**config.mk**
```make
export PLATFORM = sky130hd
export DESIGN_NAME = jk_sync_counter
export DESIGN_NICKNAME = d
export VERILOG_FILES = /design/src/rtl/jk_pkg.sv /design/src/rtl/jk_cell.sv /design/src/rtl/jk_sync_counter.sv
export SDC_FILE = /design/constraint.sdc
export NUM_CORES = 1
export LEC_CHECK = 0
export BUFFER_PORTS_ARGS = -buffer_cell sky130_fd_sc_hd__buf_2
export CORE_AREA = 2 2 39 41
export CTS_BUF_LIST = sky130_fd_sc_hd__clkbuf_16
export DETAILED_ROUTE_END_ITERATION = 8
export DIE_AREA = 0 0 41 43
export PLACE_DENSITY = 0.58
export SKIP_LAST_GASP = 1
export SYNTH_ARGS = -nofsm -noshare
export SYNTH_HDL_FRONTEND = slang
export SYNTH_HIERARCHICAL = 1
export SYNTH_SLANG_ARGS = --single-unit
```
**constraint.sdc**
```tcl
create_clock -name clk -period 1.85 [get_ports clk]
set_input_delay 0.0925 -clock clk [delete_from_list [all_inputs] [get_ports clk]]
set_output_delay 0.0925 -clock clk [all_outputs]
set_load 0.05 [all_outputs]
```
**src/rtl/jk_pkg.sv**
```systemverilog
// Shared definitions for the JK flip-flop counter slice.
// Holds the 2-bit {J,K} command encoding and the excitation helper that
// turns a (current, next) bit pair into the JK command that produces it.
package jk_pkg;

    // {J,K} command encoding understood by jk_cell
    localparam logic [1:0] JK_HOLD   = 2'b00;
    localparam logic [1:0] JK_RESET  = 2'b01;
    localparam logic [1:0] JK_SET    = 2'b10;
    localparam logic [1:0] JK_TOGGLE = 2'b11;

    // Returns {J,K} that moves a cell from cur to nxt:
    // J = nxt & ~cur, K = ~nxt & cur. A bit that keeps its value is held,
    // so toggle is never requested by this mapping even though cells support it.
    function automatic logic [1:0] jk_excite(input logic cur, input logic nxt);
        logic [1:0] cmd;
        cmd = JK_HOLD;
        if (cur != nxt) begin
            cmd = nxt ? JK_SET : JK_RESET;
        end
        return cmd;
    endfunction

endpackage

```
**src/rtl/jk_cell.sv**
```systemverilog
// Single JK flip-flop cell with synchronous active-high reset.
// Commands: 00 hold, 01 reset, 10 set, 11 toggle (never undefined).
module jk_cell
    import jk_pkg::*;
(
    input  logic clk,
    input  logic rst,
    input  logic j,
    input  logic k,
    output logic q
);

    // State flop: reset wins, otherwise apply the JK command
    always_ff @(posedge clk) begin
        if (rst) begin
            q <= 1'b0;
        end else begin
            case ({j, k})
                JK_HOLD:   q <= q;
                JK_RESET:  q <= 1'b0;
                JK_SET:    q <= 1'b1;
                JK_TOGGLE: q <= ~q;
                default:   q <= q;
            endcase
        end
    end

endmodule

```
**src/rtl/jk_sync_counter.sv**
```systemverilog
// Synchronous modulo-MOD up/down counter built from WIDTH jk_cell instances.
// The next state is computed here, translated into per-bit J/K commands and
// applied to the cells. tc is combinational and meant to drive the en of a
// cascaded stage.
// Optional feature: define JKCNT_OVF_STICKY_EN to make ovf a sticky wrap flag;
// without it ovf is tied low and no flop is built.
module jk_sync_counter
    import jk_pkg::*;
#(
    parameter int WIDTH = 4,
    parameter int MOD   = 16
) (
    input  logic             clk,
    input  logic             rst,
    input  logic             en,
    input  logic             up,
    input  logic             load,
    input  logic [WIDTH-1:0] d,
    output logic [WIDTH-1:0] q,
    output logic             tc,
    output logic             ovf
);

    // Largest legal count, and the modulus widened by one bit so that a
    // modulus equal to 2**WIDTH can still be compared against d.
    localparam logic [WIDTH-1:0] LAST    = WIDTH'(MOD - 1);
    localparam logic [WIDTH:0]   MOD_EXT = (WIDTH + 1)'(MOD);

    logic [WIDTH-1:0] nq;
    logic [WIDTH-1:0] j;
    logic [WIDTH-1:0] k;
    logic [WIDTH-1:0] load_val;
    logic             at_last;
    logic             at_zero;

    assign at_last = (q == LAST);
    assign at_zero = (q == '0);

    // Load value saturates at MOD-1 so q never leaves the count sequence
    always_comb begin
        load_val = d;
        if ({1'b0, d} >= MOD_EXT) begin
            load_val = LAST;
        end
    end

    // Next state: load beats counting, counting wraps at both ends, otherwise hold.
    // Reset is handled inside the cells themselves, so it is not folded in here.
    always_comb begin
        nq = q;
        if (load) begin
            nq = load_val;
        end else if (en) begin
            if (up) begin
                nq = at_last ? '0 : q + WIDTH'(1);
            end else begin
                nq = at_zero ? LAST : q - WIDTH'(1);
            end
        end
    end

    // Per-bit excitation derived from the current and next state
    always_comb begin
        j = '0;
        k = '0;
        for (int i = 0; i < WIDTH; i++) begin
            {j[i], k[i]} = jk_excite(q[i], nq[i]);
        end
    end

    genvar gi;
    generate
        for (gi = 0; gi < WIDTH; gi++) begin : g_cell
            jk_cell u_cell (
                .clk (clk),
                .rst (rst),
                .j   (j[gi]),
                .k   (k[gi]),
                .q   (q[gi])
            );
        end
    endgenerate

    assign tc = en & ~load & ((up & at_last) | (~up & at_zero));

`ifdef JKCNT_OVF_STICKY_EN
    logic ovf_r;

    // Sticky wrap flag: set on any counting edge that wraps, cleared only by reset
    always_ff @(posedge clk) begin
        if (rst) begin
            ovf_r <= 1'b0;
        end else if (tc) begin
            ovf_r <= 1'b1;
        end
    end

    assign ovf = ovf_r;
`else
    assign ovf = 1'b0;
`endif

endmodule

```
==> flow_summary.ini, run 1 <==
[cells_and_area]
top_register = g_cell.u_cell/q
largest_register_ff_count = 4
num_antenna_cells = 0
fillCellCount = 146
synthToLayoutAreaGrowth_pct = 35.87
layout_common_cells = 13 x buf_2, 10 x nor2_1, 5 x a211oi_1
final_cells = 87
nets = 84
final_common_cell = buf_2
reg_top3 = g_cell.u_cell/q (4)
drive_above_1_share = 0.2817

[setup_path]
crit_path_max_fanout = 11
path_class = reg2reg
rr_endpoint = g_cell[3].u_cell/q$_SDFFE_PP0P_
rr_startpoint = g_cell[0].u_cell/q$_SDFFE_PP0P_
rrSetupSlack_ns = 0.31
slowest_stage = dfxtp_2
worstPathArrival_ns = 1.63
endpoint_kind = flip-flop
r2r_cells = 8
path_cells = inv_1, ha_1, o21bai_1, a21oi_2, nand2b_1, a32o_1, nor2_1, a211oi_1
cpPeakStageDelay_ns = 0.41
critPathRequiredTime_ns = 1.94
start_kind = flip-flop

[timing]
setup_tns_ns = 0
timing.final.ws_setup_ns = 0.3123
setup_viol = 0
rsz0062_at_grt = no
fin_worst_skew_ns = 0.001523
hold_viol = 0
post-route-period-util = 0.8312
max_freq_mhz = 650.3
min_period_ns = 1.538
drv_slew = 0

[synth]
yosys.area_share.xor_xnor = 0.02128
syn_inst = 57
yosysSeqAreaShare = 0.1945
synthMuxAreaShare = 0
synth_top_family_by_area = compound AO/OA/AOI/OAI gates
synth-simple-area-share = 0.2644
synth_edf_count = 0
synth_cell_types = 27
ys_warn_count = 6
post_synth.cell_area_avg_um2 = 7.222
synth_compound_area_frac = 0.3678
synth_ff_type = dfxtp_1
synth-adder-area-share = 0.06079
synth_nets = 68
async_reset_ff_frac = 0
synth-seq-cells = 4
synth_area_um2 = 411.6

[hold_path]
hold_path_depth = 2
hold_end = g_cell[1].u_cell/q$_SDFFE_PP0P_
hp-start = rst
hold_path.class = in2reg

[power]
p_per_area_mw_per_mm2 = 1078
power.leakage_nw = 0.2465
finalPower_mw = 0.6029
irDropWorstVdd_mv = 0.2499

[global_route]
grt_pass1_wl_mm = 1.552
antenna_found_initial = 0
first_global_vias = 402
grt_max_degree = 12
grt_use_total = 0.1290
grt_overflow_total = 0

[cts]
cts_buffer_depth = 2
cts_root_buf = clkbuf_16
cts_buffers = 3
cts_tree = built
clk_pin_slew_worst_paths_ns = 0.03
clkLatencyLatePin_ns = 0.22
cts_setup_buffers = 0
clock-sinks = 4
cts-resized-gates = 0
hold_buffers = 0
h-tree-depth = 1

[status]
status = complete, no violations

[drt]
dr.first_iter.drc_count = 13
drt-total-wl_mm = 1.005
via_per_inst = 5.023
drc_errors = 0
antenna_left = 0
drt-pass1-iter-count = 4
wl_per_cell_um = 11.55
num_vias = 437

[placed_design]
gp_congestion = 0.7853
portBuffers = 13
dp_hpwl_um = 802.5
placed_cells = 84
dp_slack_ns = 0.3143

[job]
cap_violations = 0

[floorplan]
die_h_um = 43
initial_core_util = 0.2975
rows = 14
core_region_area_mm2 = 0.001384
dieArea_mm2 = 0.001763
die_w_um = 41
ioPinCount = 15
[power by group]
group	internal, mW	total, mW	switching (mW)
Clock	0.276	0.333	0.0575
Sequential	0.0977	0.121	0.0231
Combinational	0.0548	0.149	0.0939
[kinds of logic (layout without fill, tap and decap cells)]
kind of cell / Yosys count / after routing
AND/OR/NAND/NOR: 22 / 22
AO/OA/AOI/OAI: 21 / 21
buffers and inverters: 6 / 20
flip-flops: 4 / 4
adder cells (fa/ha/maj): 2 / 2
other: 1 / 1
XOR/XNOR: 1 / 1
[layout make-up]
type,count,area (µm²),share of cell area
Tap cell,16,20.02,0.03579
Multi-Input combinational cell,47,301.5,0.5391
Sequential cell,4,82.58,0.1477
Timing Repair Buffer,13,65.06,0.1163
Clock buffer,3,75.07,0.1342
Inverter,4,15.01,0.02685
[critical path: cells and delay by family (launching register included)]
kind / cells / cell delay, ns
AO/OA/AOI/OAI: 4 / 0.58
flip-flops: 1 / 0.41
adder cells (fa/ha/maj): 1 / 0.20
AND/OR/NAND/NOR: 2 / 0.15
buffers and inverters: 1 / 0.06
[per-stage QoR]
stage | cell area (µm²) | utilization | hold WS, ns
after floorplan | 417.9 | - | 0.1635
after global placement | 484.2 | 0.3499 | 0.3326
after detailed placement | 484.2 | 0.3499 | 0.3310
after CTS | 559.3 | 0.4042 | 0.1009
after global routing | 559.3 | 0.4042 | 0.1069
final | 559.3 | 0.4042 | 0.09736
[how the worst max path moves through the flow]
stage / start / to / slack [ns]
5_1_grt: g_cell[0].u_cell/q$_SDFFE_PP0P_ / g_cell[1].u_cell/q$_SDFFE_PP0P_ / 0.17
2_1_floorplan: g_cell[0].u_cell/q$_SDFFE_PP0P_ / g_cell[3].u_cell/q$_SDFFE_PP0P_ / 0.20
6_report: g_cell[0].u_cell/q$_SDFFE_PP0P_ / g_cell[3].u_cell/q$_SDFFE_PP0P_ / 0.31
3_3_place_gp: g_cell[0].u_cell/q$_SDFFE_PP0P_ / g_cell[3].u_cell/q$_SDFFE_PP0P_ / 0.34
4_1_cts: g_cell[1].u_cell/q$_SDFFE_PP0P_ / tc / 0.31
3_5_place_dp: g_cell[0].u_cell/q$_SDFFE_PP0P_ / g_cell[3].u_cell/q$_SDFFE_PP0P_ / 0.31
[metal layers]
| layer | GRT usage | wire length [µm] |
|---|---|---|
| met5 | 0 | 0 |
| met4 | 0.1000 | 0 |
| met3 | 0 | 30 |
| met2 | 0.2031 | 486 |
| met1 | 0.1556 | 487 |
[synth_stat cells, drive strengths merged (2+ instances only)]
library cell	number	area share
a211oi	5	0.091
a21oi	6	0.082
a22oi	2	0.036
and2	2	0.030
buf	2	0.046
dfxtp	4	0.19
ha	2	0.061
inv	4	0.036
nand2	2	0.018
nand2b	4	0.061
nor2	10	0.091
Power figures use the tool's default switching activity.
==> run 2, diff against run 1 <==
clock period = 1.5 ns   (was 1.85 ns; I/O delays follow)
==> run 2 against run 1 <==
Register-to-register slack got worse by 0.25 ns. First-iteration DRC count shrank 38%. Sequential share of layout area increased by 0.30 points. Largest power group unchanged. Highest routed layer unchanged.
==> flow_summary.ini, run 2 (synthesized netlist as in run 1, its figures left out) <==
[status]
status = complete, no violations

[drt]
num_vias = 452
dr.first_iter.drc_count = 8
wl_per_cell_um = 11.51
drc_errors = 0
drt-total-wl_mm = 1.047
via_per_inst = 4.967
drt-pass1-iter-count = 4
antenna_left = 0

[power]
power.leakage_nw = 0.2668
irDropWorstVdd_mv = 0.3956
finalPower_mw = 0.7710
p_per_area_mw_per_mm2 = 1289

[setup_path]
endpoint_kind = flip-flop
worstPathArrival_ns = 1.54
critPathRequiredTime_ns = 1.60
crit_path_max_fanout = 8
start_kind = flip-flop
path_class = reg2reg

[placed_design]
dp_slack_ns = 0.03697
gp_congestion = 0.7522
portBuffers = 13
placed_cells = 85
dp_hpwl_um = 806.1

[timing]
max_freq_mhz = 695.1
rsz0062_at_grt = yes
post-route-period-util = 0.9591
min_period_ns = 1.439
timing.final.ws_setup_ns = 0.06138
fin_worst_skew_ns = 0.003660
drv_slew = 0
whs_ns = 0.07057
setup_viol = 0
setup_tns_ns = 0
hold_viol = 0

[cts]
cts_buffers = 3
cts_root_buf = clkbuf_16
clock-sinks = 4
cts_tree = built
hold_buffers = 0
h-tree-depth = 1
clk_pin_slew_worst_paths_ns = 0.03
clkLatencyLatePin_ns = 0.22
cts_buffer_depth = 2

[cells_and_area]
final_cells = 91
reg_top3 = g_cell.u_cell/q (4)
final_common_cell = buf_2
layout_common_cells = 12 x buf_2, 10 x nor2_1, 5 x a211oi_1
top_register = g_cell.u_cell/q
nets = 87
num_antenna_cells = 0
drive_above_1_share = 0.3733
synthToLayoutAreaGrowth_pct = 45.29
largest_register_ff_count = 4

[floorplan]
rows = 14
core_region_area_mm2 = 0.001384
initial_core_util = 0.2975
dieArea_mm2 = 0.001763
die_h_um = 43
die_w_um = 41
ioPinCount = 15

[global_route]
antenna_found_initial = 0
grt_pass1_wl_mm = 1.435
grt_overflow_total = 0
first_global_vias = 353
grt_max_degree = 12
grt_use_total = 0.1170

[job]
cap_violations = 0

[hold_path]
hold_path.class = in2reg
run 2: metal layers:
| layer | GRT usage | up-vias | wire length (µm) |
|---|---|---|---|
| met3 | 0 | 0 | 35 |
| met2 | 0.1813 | 9 | 517 |
| met4 | 0.08000 | 0 | 0 |
| met1 | 0.1492 | 203 | 493 |
| met5 | 0 | - | 0 |
| li1 | - | 240 | - |
run 2: path summary, 6_finish.rpt:
path                                          end                             from  slack [ns]  cells after the start
setup reg to reg  g_cell[3].u_cell/q$_SDFFE_PP0P_  g_cell[0].u_cell/q$_SDFFE_PP0P_        0.06                      7
hold reg to reg   g_cell[0].u_cell/q$_SDFFE_PP0P_  g_cell[0].u_cell/q$_SDFFE_PP0P_        0.48                      1
setup / recovery  g_cell[3].u_cell/q$_SDFFE_PP0P_  g_cell[0].u_cell/q$_SDFFE_PP0P_        0.06                      7
hold / removal    g_cell[1].u_cell/q$_SDFFE_PP0P_                              rst        0.07                      2
run 2: area by class of cell:
class                           count  area (µm²)
Fill cell                         142       785.8
Multi-Input combinational cell     47       304.0
Sequential cell                     4       90.09
Timing Repair Buffer               16       90.09
Clock buffer                        3       75.07
Tap cell                           16       20.02
Inverter                            4       15.01
Clock inverter                      1       3.754
run 2: critical path, stage by stage (launching register included):
cell	delay, ns
dfxtp_4	0.36
buf_4	0.15
o31a_1	0.28
a21oi_2	0.12
nand2b_1	0.07
a32o_1	0.20
nor2_1	0.08
a211oi_1	0.04
run 2: metrics by stage:
stage               utilization  instance area (µm²)
floorplan                     -                427.9
global placement         0.3626                501.7
detailed placement       0.3626                501.7
CTS                      0.4213                583.1
global route             0.4322                598.1
finish                   0.4322                598.1
run 2: report_power, final:
group | total [mW] | switching (mW) | leakage, nW | internal, mW
clock | 0.421 | 0.0768 | 0.0423 | 0.344
combinational | 0.204 | 0.123 | 0.189 | 0.0804
sequential | 0.146 | 0.0249 | 0.0350 | 0.121
run 2: what timing repair did:
action / CTS / global route
pin swaps: 0 / 1
resized for setup: 1 / 0
cloned: 0 / 0
setup endpoints to repair: 1 / 2
buffers inserted: 0 / 2
==> run 3, diff against run 2 <==
ABC_AREA = 1   (was not set)
PLACE_DENSITY = 0.64   (was 0.58)
==> run 3 against run 2 <==
Setup slack improved by 0.0098 ns. Core utilization grew 12 points. Via count increased by 29%. Sequential share of layout area down 2.9 points. Area after synthesis rose by 17%. First-iteration DRC count decreased by 38%. Clock-buffer cell count is the same. Sequential cell count did not move. Clock power about the same.
==> flow_summary.ini, run 3 <==
[setup_path]
endpoint_kind = output port
cpPeakStageDelay_ns = 0.38
rr_endpoint = g_cell[3].u_cell/q$_SDFFE_PP0P_
worstPathArrival_ns = 1.35
path_class = reg2out
critPathTopFamily = flip-flops
slowest_stage = dfxtp_4
path_cells = ha_4, nand3_2, nor2_4, inv_2, a211oi_4, buf_6
rrSetupSlack_ns = 0.10
rr_startpoint = g_cell[1].u_cell/q$_SDFFE_PP0P_
start_kind = flip-flop
crit_path_max_fanout = 4
r2r_cells = 12
path_buf_inv = 2
critPathRequiredTime_ns = 1.42

[synth]
ys_warn_count = 6
synth_edf_count = 0
syn_inst = 85
yosys-top-cells-count = 20 x nand2_1, 15 x nor2_1, 13 x inv_1
synth_ff_type = dfxtp_1
async_reset_ff_frac = 0
synth_area_leader_cell = dfxtp_1
synth-seq-cells = 4
yosysSeqAreaShare = 0.1658
synth_area_um2 = 483.0
synth_nets = 96
synthTopCellsByArea = dfxtp_1 17%, nand2_1 16%, nor2_1 12%
post_synth.cell_area_avg_um2 = 5.682
yosys.area.top_type_share = 0.1658
synth.most_common_cell = nand2_1
synth_cell_types = 21

[cts]
h-tree-depth = 1
cts_tree = built
clk_pin_slew_worst_paths_ns = 0.03
cts_buffers = 3
cts_root_buf = clkbuf_16
cts_buffer_depth = 2
clkLatencyLatePin_ns = 0.22
clock-sinks = 4

[placed_design]
dp_slack_ns = 0.02576
gp_congestion = 0.7924
dp_hpwl_um = 892.4
portBuffers = 13
place_area_um2 = 594.3

[floorplan]
die_h_um = 43
initial_core_util = 0.3490
core_region_area_mm2 = 0.001384
die_w_um = 41
rows = 14
dieArea_mm2 = 0.001763
ioPinCount = 15

[cells_and_area]
nets = 118
largest_register_ff_count = 4
fillCellCount = 145
top_register = g_cell.u_cell/q
final_common_cell = nand2_1
reg_top3 = g_cell.u_cell/q (4)
synthToLayoutAreaGrowth_pct = 57.51
stdcell_area_um2 = 760.7
drive_above_1_share = 0.4057
layout_common_cells = 20 x nand2_1, 15 x nor2_1, 12 x inv_1, 12 x buf_2, 6 x a21oi_1
num_antenna_cells = 0

[hold_path]
hp-start = rst
hold_path.class = in2reg
hold_path_depth = 4
hold_end = g_cell[1].u_cell/q$_SDFFE_PP0P_

[status]
status = complete, no violations

[power]
p_per_area_mw_per_mm2 = 1176
irDropWorstVdd_mv = 0.9010
power.leakage_nw = 0.3788

[drt]
wl_per_cell_um = 10.20
num_vias = 581
antenna_left = 0
drt-pass1-iter-count = 3
dr.first_iter.drc_count = 5
drt-total-wl_mm = 1.244
drc_errors = 0
via_per_inst = 4.762

[timing]
rsz0062_at_grt = yes
setup_viol = 0
post-route-period-util = 0.9525
min_period_ns = 1.429
drv_slew = 0
hold_viol = 0
timing.final.ws_setup_ns = 0.07123
whs_ns = 0.1286
max_freq_mhz = 699.9
fin_worst_skew_ns = 0.002795

[global_route]
grt_overflow_total = 0
grt_pass1_wl_mm = 1.925
grt_max_degree = 12
grt_use_total = 0.1652
first_global_vias = 490
antenna_found_initial = 0

[job]
cap_violations = 0
==> run 3: cell count changes in the layout (fill, tap and decap cells not counted), sizes merged, moves of 3 or more <==
| cell | delta |
|---|---|
| buf | +3 |
| nor2 | +7 |
| nand2 | +19 |
| nand3 | +7 |
| nand2b | -4 |
| a211oi | -3 |
| inv | +10 |
==> run 3: worst max path at each step <==
stage | start | endpoint | slack [ns] | depth (start not counted)
4_1_cts | g_cell[0].u_cell/q$_SDFFE_PP0P_ | tc | 0.005 | 6
5_1_grt | g_cell[0].u_cell/q$_SDFFE_PP0P_ | tc | -0.01 | 6
6_report | g_cell[0].u_cell/q$_SDFFE_PP0P_ | tc | 0.07 | 6
2_1_floorplan | g_cell[0].u_cell/q$_SDFFE_PP0P_ | tc | -0.04 | 5
3_5_place_dp | g_cell[0].u_cell/q$_SDFFE_PP0P_ | g_cell[2].u_cell/q$_SDFFE_PP0P_ | 0.03 | 11
3_3_place_gp | g_cell[0].u_cell/q$_SDFFE_PP0P_ | g_cell[2].u_cell/q$_SDFFE_PP0P_ | 0.04 | 11
==> run 3: repair_timing <==
item,4_1_cts,5_1_grt
pin swaps,1,4
setup endpoints to repair,1,4
setup buffers,4,1
resized for setup,4,9
hold buffers,0,0
==> run 3: stage by stage <==
stage	power (mW)	utilization	TNS, ns	std cells
4_1_cts	0.8722	0.5199	0	121
5_1_grt	0.9567	0.5497	-0.02546	122
3_5_place_dp	0.4186	0.4295	0	113
3_3_place_gp	0.4150	0.4295	0	113
6_report	0.8950	0.5497	0	122
2_1_floorplan	0.3628	-	-0.04887	85
==> run 3: cell type report <==
class / instances / area (µm²) / share of cell area
Tap cell: 16 / 20.02 / 0.02632
Sequential cell: 4 / 92.59 / 0.1217
Clock buffer: 3 / 75.07 / 0.09868
Inverter: 14 / 55.05 / 0.07237
Multi-Input combinational cell: 65 / 394.1 / 0.5181
Timing Repair Buffer: 19 / 120.1 / 0.1579
Clock inverter: 1 / 3.754 / 0.004934
==> run 3: per-layer routing <==
layer  global-route usage  part of all wire
met5                    0                 0
met4              0.08000             0.023
met3              0.07853             0.043
met2               0.2750              0.51
met1               0.1592              0.43
==> run 3: where the power goes <==
group          internal [mW]  switching, mW  total [mW]
logic                  0.122          0.190       0.312
clock network          0.344         0.0779       0.422
registers              0.126         0.0357       0.161
total                  0.592          0.303       0.895
==> run 3: kinds of logic (layout without fill, tap and decap cells) <==
logic type                 Yosys count  count (layout)  synth area share
and+or+nand+nor                     49              49            0.4534
buffers and inverters               16              37            0.1477
AOI/OAI and AO/OA                   11              11            0.1373
DFF                                  4               4            0.1658
adders and majority gates            2               2           0.05181
xor gates and xnor gates             2               2           0.03628
other                                1               1          0.007765
==> run 3: worst min-delay path, cell delays in order <==
cell	delay (ns)
buf_2	0.12
inv_1	0.04
nand2_1	0.05
nor2_1	0.03
